==> config.mk <==
export PLATFORM = sky130hd
export DESIGN_NAME = cmd_programmer
export DESIGN_NICKNAME = d
export VERILOG_FILES = /design/src/rtl/cmd_programmer.sv
export SDC_FILE = /design/constraint.sdc
export NUM_CORES = 1
export LEC_CHECK = 0
export ABC_AREA = 1
export CAP_MARGIN = 25
export CORE_MARGIN = 2
export CORE_UTILIZATION = 25
export DETAILED_ROUTE_END_ITERATION = 6
export GPL_TIMING_DRIVEN = 0
export PLACE_DENSITY = 0.53
export SLEW_MARGIN = 40
export SYNTH_ARGS = -nofsm -noshare
export SYNTH_HDL_FRONTEND = slang
export SYNTH_SLANG_ARGS = --single-unit
==> constraint.sdc <==
create_clock -name clk -period 5.3 [get_ports clk]
set_input_delay 0.795 -clock clk [delete_from_list [all_inputs] [get_ports clk]]
set_output_delay 0.795 -clock clk [all_outputs]
set_load 0.02 [all_outputs]
==> src/rtl/cmd_programmer.sv <==
// Keypad/encoder command entry with a register-file commit handshake.
// Optional read-back verify: define CMD_PROG_VERIFY_EN.
module cmd_programmer #(
  parameter int DIGITS      = 8,
  parameter int ADDR_W      = 3,
  parameter int ACK_TIMEOUT = 15
) (
  input  logic                        clk,
  input  logic                        rst,
  input  logic                        mode,
  input  logic                        cur_sel,
  input  logic                        wr_en,
  input  logic                        key_valid,
  input  logic [3:0]                  key,
  input  logic                        enc_add,
  input  logic                        enc_sub,
  input  logic                        btn,
  input  logic                        clear,
  input  logic [$clog2(DIGITS)-1:0]   disp_sel,
  input  logic [DIGITS*4-1:0]         rf_rdata,
  input  logic                        rf_ack,
  output logic                        rf_we,
  output logic [ADDR_W-1:0]           rf_addr,
  output logic [DIGITS*4-1:0]         rf_wdata,
  output logic                        busy,
  output logic                        err,
  output logic [3:0]                  disp_val,
  output logic                        disp_dot
);

  localparam int CW = $clog2(DIGITS);
  localparam logic [7:0] TO_LAST = 8'(ACK_TIMEOUT - 1);

  typedef enum logic [1:0] {
    IDLE,
    WRITE,
    VERIFY,
    ADV
  } state_t;

  state_t              state;
  logic [DIGITS*4-1:0] data_q;
  logic [CW-1:0]       cursor_q;
  logic [7:0]          cnt_q;
  logic                btn_q;
  logic                commit;
  logic                enc_one;

  assign commit  = btn && !btn_q && wr_en;
  assign enc_one = enc_add ^ enc_sub;

  assign rf_wdata = data_q;
  assign busy     = (state != IDLE);

  // Display mux: edit buffer in entry view, read data in browse view.
  always_comb begin
    disp_val = data_q[{disp_sel, 2'b00} +: 4];
    if (mode)
      disp_val = rf_rdata[{disp_sel, 2'b00} +: 4];
    disp_dot = !mode && (disp_sel == cursor_q);
  end

  // Edit buffer, cursor, address and commit handshake FSM.
  always_ff @(posedge clk or posedge rst) begin
    if (rst) begin
      state    <= IDLE;
      data_q   <= '0;
      cursor_q <= '0;
      cnt_q    <= '0;
      btn_q    <= 1'b0;
      rf_we    <= 1'b0;
      rf_addr  <= '0;
      err      <= 1'b0;
    end else begin
      btn_q <= btn;
      unique case (state)
        IDLE: begin
          if (commit) begin
            err   <= 1'b0;
            rf_we <= 1'b1;
            cnt_q <= '0;
            state <= WRITE;
          end else begin
            if (clear) begin
              data_q   <= '0;
              cursor_q <= '0;
            end else if (!mode && !cur_sel && key_valid) begin
              data_q[{cursor_q, 2'b00} +: 4] <= key;
              cursor_q <= cursor_q + 1'b1;
            end
            if (enc_one) begin
              if (mode)
                rf_addr <= enc_add ? rf_addr + 1'b1
                                   : rf_addr - 1'b1;
              else if (cur_sel && !clear)
                cursor_q <= enc_add ? cursor_q + 1'b1
                                    : cursor_q - 1'b1;
            end
          end
        end
        WRITE: begin
          if (rf_ack) begin
            rf_we <= 1'b0;
`ifdef CMD_PROG_VERIFY_EN
            state <= VERIFY;
`else
            state <= ADV;
`endif
          end else if (cnt_q == TO_LAST) begin
            rf_we <= 1'b0;
            err   <= 1'b1;
            state <= IDLE;
          end else begin
            cnt_q <= cnt_q + 8'd1;
          end
        end
        VERIFY: begin
`ifdef CMD_PROG_VERIFY_EN
          if (rf_rdata != data_q)
            err <= 1'b1;
          state <= ADV;
`else
          state <= IDLE;
`endif
        end
        ADV: begin
          rf_addr <= rf_addr + 1'b1;
          state   <= IDLE;
        end
        default: state <= IDLE;
      endcase
    end
  end

endmodule

==> results.tsv, run 1 <==
metric	value	unit
status	finished clean	
switchingPower	0.756	mW
drt-vias-per-instance	4.62	
p_clk_share	20.2	%
multiInputGateArea	2030	um2
gp_congestion	0.975	
syn_to_final_growth	36.4	%
die_width	124	um
cap_violations	0	
synth_ff_type	dfrtp_1	
critical_path_required	4.51	ns
synthTopCellsByArea	dfrtp_1 (36%), nand2_1 (19%), nor2_1 (9.8%), nand3_1 (7.1%), o21ai_0 (5.2%)	
fill_cells	1516	
p_seq_share	30.6	%
grt_antenna_before_repair	0	
root_buffer	clkbuf_16	
ys_warn_count	0	
async_reset_ff_share	100	%
final_area	4890	um2
reg2reg_slack	2.92	ns
netlist_top_cells_count	nand2_1 (183), nor2_1 (94), dfrtp_1 (51), nand3_1 (51), inv_1 (47)	
slowest_delay	0.60	ns
fin_crit_sh	73.0	%
drtPass1Iterations	4	
ios	93	
grt_pass1_vias	3695	
preCtsSetupSlack	1.44	ns
synth_area_leader_cell	dfrtp_1	
power-per-cell-area	342	nW/um2
hpwl	9870	um
cts_hold_buffers	0	
path_clk_slew	0.08	ns
hold_end	rf_we$_DFFE_PP0P_	
insertion_delay	0.30	ns
comb_power_share	49.1	%
min_from	rf_we$_DFFE_PP0P_	
post_cts_buffers	0	
start_util	25.7	%
io_buffers	90	
clock-sinks	51	
rr_endpoint	rf_wdata[2]$_DFFE_PP0P_	
hold_class	reg2reg	
critPathLaunchType	primary input	
synth_most_common_cell	nand2_1	
dieArea	15300	um2
cp_data_arrival_time	3.07	ns
seq_area_frac_synth	35.6	%
worst_pin_slew	0.528	ns
hold_depth	2	
post-route-min-period	3.87	ns
tns	0	ns
ys_types	31	
path_max_fanout	10	
ys_ff_latch	51	
grt_remaining_overflow	0	
grt_use_total	15.8	%
rows	43	
cp_top_family	buffers and inverters	
wl_met2	5310	um
drtAntennaViolNets	0	
timing.final.ws_setup	1.43	ns
reg2reg_depth	9	
cts_tree	done	
timing.hold.ws	0.485	ns
setup_violations	0	
cts_resized	0	
place_inst	824	
cts.htree.levels	2	
postSynthCellCount	553	
die_h	124	um
wl	12200	um
netlist.area_leader.share	35.6	%
highest_layer	met4	
rsz0062_at_grt	no	
critical_path_class	in2out	
skew	0.0110	ns
finalHoldViolCount	0	
cts.path.max_buffers	2	
fin_cells	833	
cts-buffers-inserted	5	
endpoint_kind	output port	
grt_pass1_wl	18800	um
wire_per_inst	14.6	um
syn_area_per_cell	6.48	um2
route.vias.total	3850	
switching_share	45.3	%
nets	713	
drt_iter0_markers	290	
ff_latch_area	1280	um2
slowest_stage	clkdlybuf4s50_1	
ir_drop	0.000213	V
syn_area	3580	um2
drc	0	
internal-power	0.914	mW
grt_max_degree	41	
path_buf_inv	4	
dr_wl_met3	1050	um
coreArea	13900	um2
slew_viol_final	0	
max_slew_margin	64.6	%
r2r-start	cursor_q[0]$_DFFE_PP0P_	
syn-num-nets	615	
crit_chain	clkdlybuf4s50_1, buf_2, buf_2, nor2_1, nor2_1, o21ai_0, nand3_1, nand3_1, nand2_1, clkdlybuf4s50_1	
synth_edf_count	0	
drive_gt1_share	4.60	%
post_dp_cell_area	4730	um2
fmax	259	MHz
drt-met1-wl	5620	um
leakage	2.35	nW
==> power groups by stage <==
stage          clock network [mW]  logic (mW)  registers, mW
3_3_place_gp                    0       0.802          0.518
4_1_cts                     0.351       0.819          0.512
3_5_place_dp                    0       0.814          0.520
6_report                    0.338       0.821          0.512
2_1_floorplan                   0       0.503          0.542
5_1_grt                     0.363       0.919          0.523
==> flip-flops by register name, indices dropped and copies added, names as in the netlist <==
name,flops
rf_wdata,32
cnt_q,8
cursor_q,3
rf_addr,3
state,2
btn_q,1
err,1
rf_we,1
==> kinds of logic after synthesis <==
| logic type | after synthesis | share of synthesized area, % |
|---|---|---|
| buffers and inverters | 69 | 7.79 |
| flip-flops | 51 | 35.6 |
| adder cells (fa/ha/maj) | 12 | 4.19 |
| AND/OR/NAND/NOR | 357 | 41.5 |
| XOR/XNOR | 7 | 1.71 |
| AO/OA/AOI/OAI | 57 | 9.18 |
==> metrics by stage <==
step                      utilization, %  total power, mW
after detailed placement            34.0             1.33
after global placement              33.8             1.32
after global routing                35.1             1.81
after floorplan                        -             1.05
final                               35.1             1.67
after CTS                           35.1             1.68
==> per-layer routing <==
layer  GRT usage [%]  up-vias
met1            20.8     1741
met2            26.7      128
li1                -     1966
met5               0        -
met3            2.61       15
met4            4.05        0
==> how the worst max path moves through the flow <==
stage	start	end	slack [ns]	cells after the start
floorplan	disp_sel[0]	disp_dot	2.55	4
global placement	mode	disp_val[2]	1.44	10
detailed placement	mode	disp_val[2]	1.44	10
CTS	mode	disp_val[2]	1.44	10
global route	mode	disp_val[2]	1.29	10
finish	mode	disp_val[2]	1.43	10
==> layout by cell type (no fill, tap or decap), types with 2 or more instances in the layout <==
| master | netlist | final |
|---|---|---|
| clkbuf_1 | 10 | 10 |
| ha_1 | 12 | 12 |
| nand3b_1 | 3 | 3 |
| o21ai_1 | 3 | 3 |
| o21ai_2 | 4 | 4 |
| nor4_1 | 2 | 2 |
| nand4_1 | 14 | 14 |
| nand2_1 | 183 | 183 |
| clkinv_4 | 0 | 2 |
| clkbuf_16 | 0 | 5 |
| clkdlybuf4s50_1 | 0 | 90 |
| clkinv_1 | 2 | 2 |
| a21oi_1 | 5 | 5 |
| xor2_1 | 6 | 6 |
| nor2_1 | 94 | 94 |
| nor2_4 | 2 | 2 |
| inv_1 | 47 | 46 |
| o21ai_0 | 37 | 37 |
| buf_2 | 6 | 6 |
| dfrtp_1 | 51 | 51 |
| nand3_1 | 51 | 51 |
| nor3_1 | 5 | 5 |
| o211ai_1 | 5 | 5 |
==> tightest hold or removal path, cell delays in order (launching register included) <==
cell and delay [ns]:
dfrtp_1 0.35, nand2_1 0.05, nand2_1 0.05
==> area by class of cell <==
class | instances | area share, %
Buffer | 19 | 1.87
Clock inverter | 3 | 0.589
Antenna cell | 1 | 0.0512
Clock buffer | 5 | 2.56
Sequential cell | 51 | 26.1
Tap cell | 180 | 4.61
Inverter | 50 | 3.89
Timing Repair Buffer | 91 | 18.8
Multi-Input combinational cell | 433 | 41.5
Note: power is estimated with default switching activity, not from simulation.
==> inputs of run 2 (changes only) <==
==> constraint.sdc (replaced) <==
create_clock -name clk -period 3.95 [get_ports clk]
set_input_delay 0.5925 -clock clk [delete_from_list [all_inputs] [get_ports clk]]
set_output_delay 0.5925 -clock clk [all_outputs]
set_load 0.02 [all_outputs]
==> results of run 2 <==
Same layout as run 1 (identical final DEF). Status: finished clean.
Among the figures that moved: setup slack after placement 1.44 ns -> 0.497 ns; setup slack after layout 1.43 ns -> 0.489 ns; register-to-register setup slack 2.92 ns -> 1.57 ns; total power 1.67 mW -> 2.24 mW; worst IR drop on VDD 0.000213 V -> 0.000286 V
==> inputs of run 3 (changes only) <==
--- a/config.mk
+++ b/config.mk
@@ -6,12 +6,12 @@
 export NUM_CORES = 1
 export LEC_CHECK = 0
 export ABC_AREA = 1
-export CAP_MARGIN = 25
+export CAP_MARGIN = 0
 export CORE_MARGIN = 2
-export CORE_UTILIZATION = 25
+export CORE_UTILIZATION = 46
 export DETAILED_ROUTE_END_ITERATION = 6
 export GPL_TIMING_DRIVEN = 0
-export PLACE_DENSITY = 0.53
+export PLACE_DENSITY = 0.82
 export SLEW_MARGIN = 40
 export SYNTH_ARGS = -nofsm -noshare
 export SYNTH_HDL_FRONTEND = slang
==> run 3 against run 2 <==
Effect of this change: via count grew 2.5%; highest routed layer unchanged; global-route usage increased by 11 points; combinational power barely moved; clock skew decreased by 0.0050 ns; power fell by 3.9%; worst setup slack got worse by 0.0090 ns; utilization increased by 27 points; register-to-register slack improved by 0.03 ns; sequential share of layout area increased by 0.78 points; sequential power is 0.6% lower; critical path depth stayed put.
==> results.tsv, run 3 (same netlist as run 1, synthesis figures left out) <==
metric	value	unit
status	finished clean	
cp_top_family	buffers and inverters	
critical_path.startpoint	mode	
die_h	92.3	um
r2r-start	cursor_q[0]$_DFFE_PP0P_	
place_inst	746	
root_buffer	clkbuf_8	
drt-vias-per-instance	5.23	
ff_latch_area	1280	um2
met3_usage	4.44	%
dieArea	8510	um2
reg2reg_depth	9	
critical_path_class	in2out	
drt_iter0_markers	279	
slew_viol_final	0	
antennaDiodeCount	0	
grt_pass1_vias	3734	
endpoint_kind	output port	
power-per-cell-area	454	nW/um2
slowest_delay	0.60	ns
cts-buffers-inserted	5	
drtAntennaViolNets	0	
grt_antenna_before_repair	0	
crit_chain	clkdlybuf4s50_1, buf_2, buf_2, nor2_1, nor2_1, o21ai_0, nand3_1, nand3_1, nand2_1, clkdlybuf4s50_1	
finalHoldViolCount	0	
drive_gt1_share	4.60	%
ios	93	
wire_per_inst	14.5	um
fin_crit_sh	87.9	%
skew	0.00595	ns
drtPass1Iterations	5	
grt_util_met2	46.7	%
fmax	288	MHz
die_width	92.3	um
multiInputGateArea	2030	um2
cts_tree	done	
largest_register_ffs	32	
hpwl	8650	um
final_common_cell	nand2_1	
max_slew_margin	64.2	%
syn_to_final_growth	32.5	%
io_buffers	90	
crit_end	disp_val[3]	
grt_use_total	26.4	%
gr-max-usage-layer	met2	
cp_data_arrival_time	2.88	ns
clock-sinks	51	
worst_pin_slew	0.535	ns
post_cts_buffers	0	
coreArea	7650	um2
grt_remaining_overflow	0	
cts_hold_buffers	0	
fin_cells	754	
cts.path.max_buffers	2	
tns	0	ns
rr_endpoint	rf_wdata[2]$_DFFE_PP0P_	
post-route-min-period	3.47	ns
gp_congestion	1.03	
setup_violations	0	
critical_path_required	3.36	ns
final_cell_mix	nand2_1 (183), nor2_1 (94), clkdlybuf4s50_1 (90), nand3_1 (51), dfrtp_1 (51)	
fill_cells	702	
met1_usage	32.9	%
path_clk_slew	0.10	ns
cts_resized	0	
start_util	46.9	%
cp.depth	10	
insertion_delay	0.31	ns
ir_drop	0.000369	V
cap_violations	0	
wl	11000	um
rsz0062_at_grt	no	
grt_pass1_wl	18100	um
critPathLaunchType	primary input	
path_buf_inv	4	
route.vias.total	3946	
slowest_stage	clkdlybuf4s50_1	
leakage	2.33	nW
drc	0	
reg2reg_slack	1.60	ns
rows	32	
path_max_fanout	10	
grt_max_degree	29	
nets	713	
cts.htree.levels	2	
hold_class	reg2reg	
==> run 3: metal layers <==
metal / vias to the layer above / wire, um
met5: - / 0
met4: 0 / 242
met3: 21 / 795
met2: 188 / 5260
met1: 1769 / 4660
li1: 1968 / -
==> run 3: worst min-delay path, delay by kind of cell (launching register included) <==
kind	cells	cell delay [ns]
simple gates	2	0.11
flops	1	0.36
==> run 3: final cells by class <==
class,count,area share [%]
multi-input cells,433,42.7
flip-flops and latches,51,26.9
repair buffers,91,19.4
inverters,50,4.01
well taps,102,2.69
plain buffers,19,1.92
clock buffers,5,1.45
clock inverters,3,0.923
==> run 3: where the power goes <==
group / total [mW] / leakage (nW) / internal [mW] / switching, mW
clock network: 0.371 / 0.0581 / 0.189 / 0.182
logic: 1.10 / 1.57 / 0.388 / 0.713
registers: 0.683 / 0.697 / 0.596 / 0.0865
==> run 3: through the flow <==
step | util [%] | total power [mW] | worst slack (ns) | hold WS (ns) | area [um2]
floorplan | - | 1.40 | 1.61 | 0.493 | 3580
global placement | 60.3 | 1.74 | 0.516 | 0.459 | 4610
detailed placement | 60.6 | 1.77 | 0.507 | 0.473 | 4630
CTS | 62.1 | 2.15 | 0.494 | 0.501 | 4750
global route | 62.1 | 2.32 | 0.334 | 0.531 | 4750
finish | 62.1 | 2.16 | 0.479 | 0.491 | 4750
==> run 3: how the worst min path moves through the flow <==
stage	startpoint	to	slack [ns]	cells after the start
after floorplan	cnt_q[7]$_DFFE_PP0P_	cnt_q[7]$_DFFE_PP0P_	0.49	2
after global placement	rf_we$_DFFE_PP0P_	rf_we$_DFFE_PP0P_	0.46	2
after detailed placement	rf_we$_DFFE_PP0P_	rf_we$_DFFE_PP0P_	0.47	2
after CTS	rf_we$_DFFE_PP0P_	rf_we$_DFFE_PP0P_	0.50	2
after global routing	rf_we$_DFFE_PP0P_	rf_we$_DFFE_PP0P_	0.53	2
final	rf_we$_DFFE_PP0P_	rf_we$_DFFE_PP0P_	0.49	2
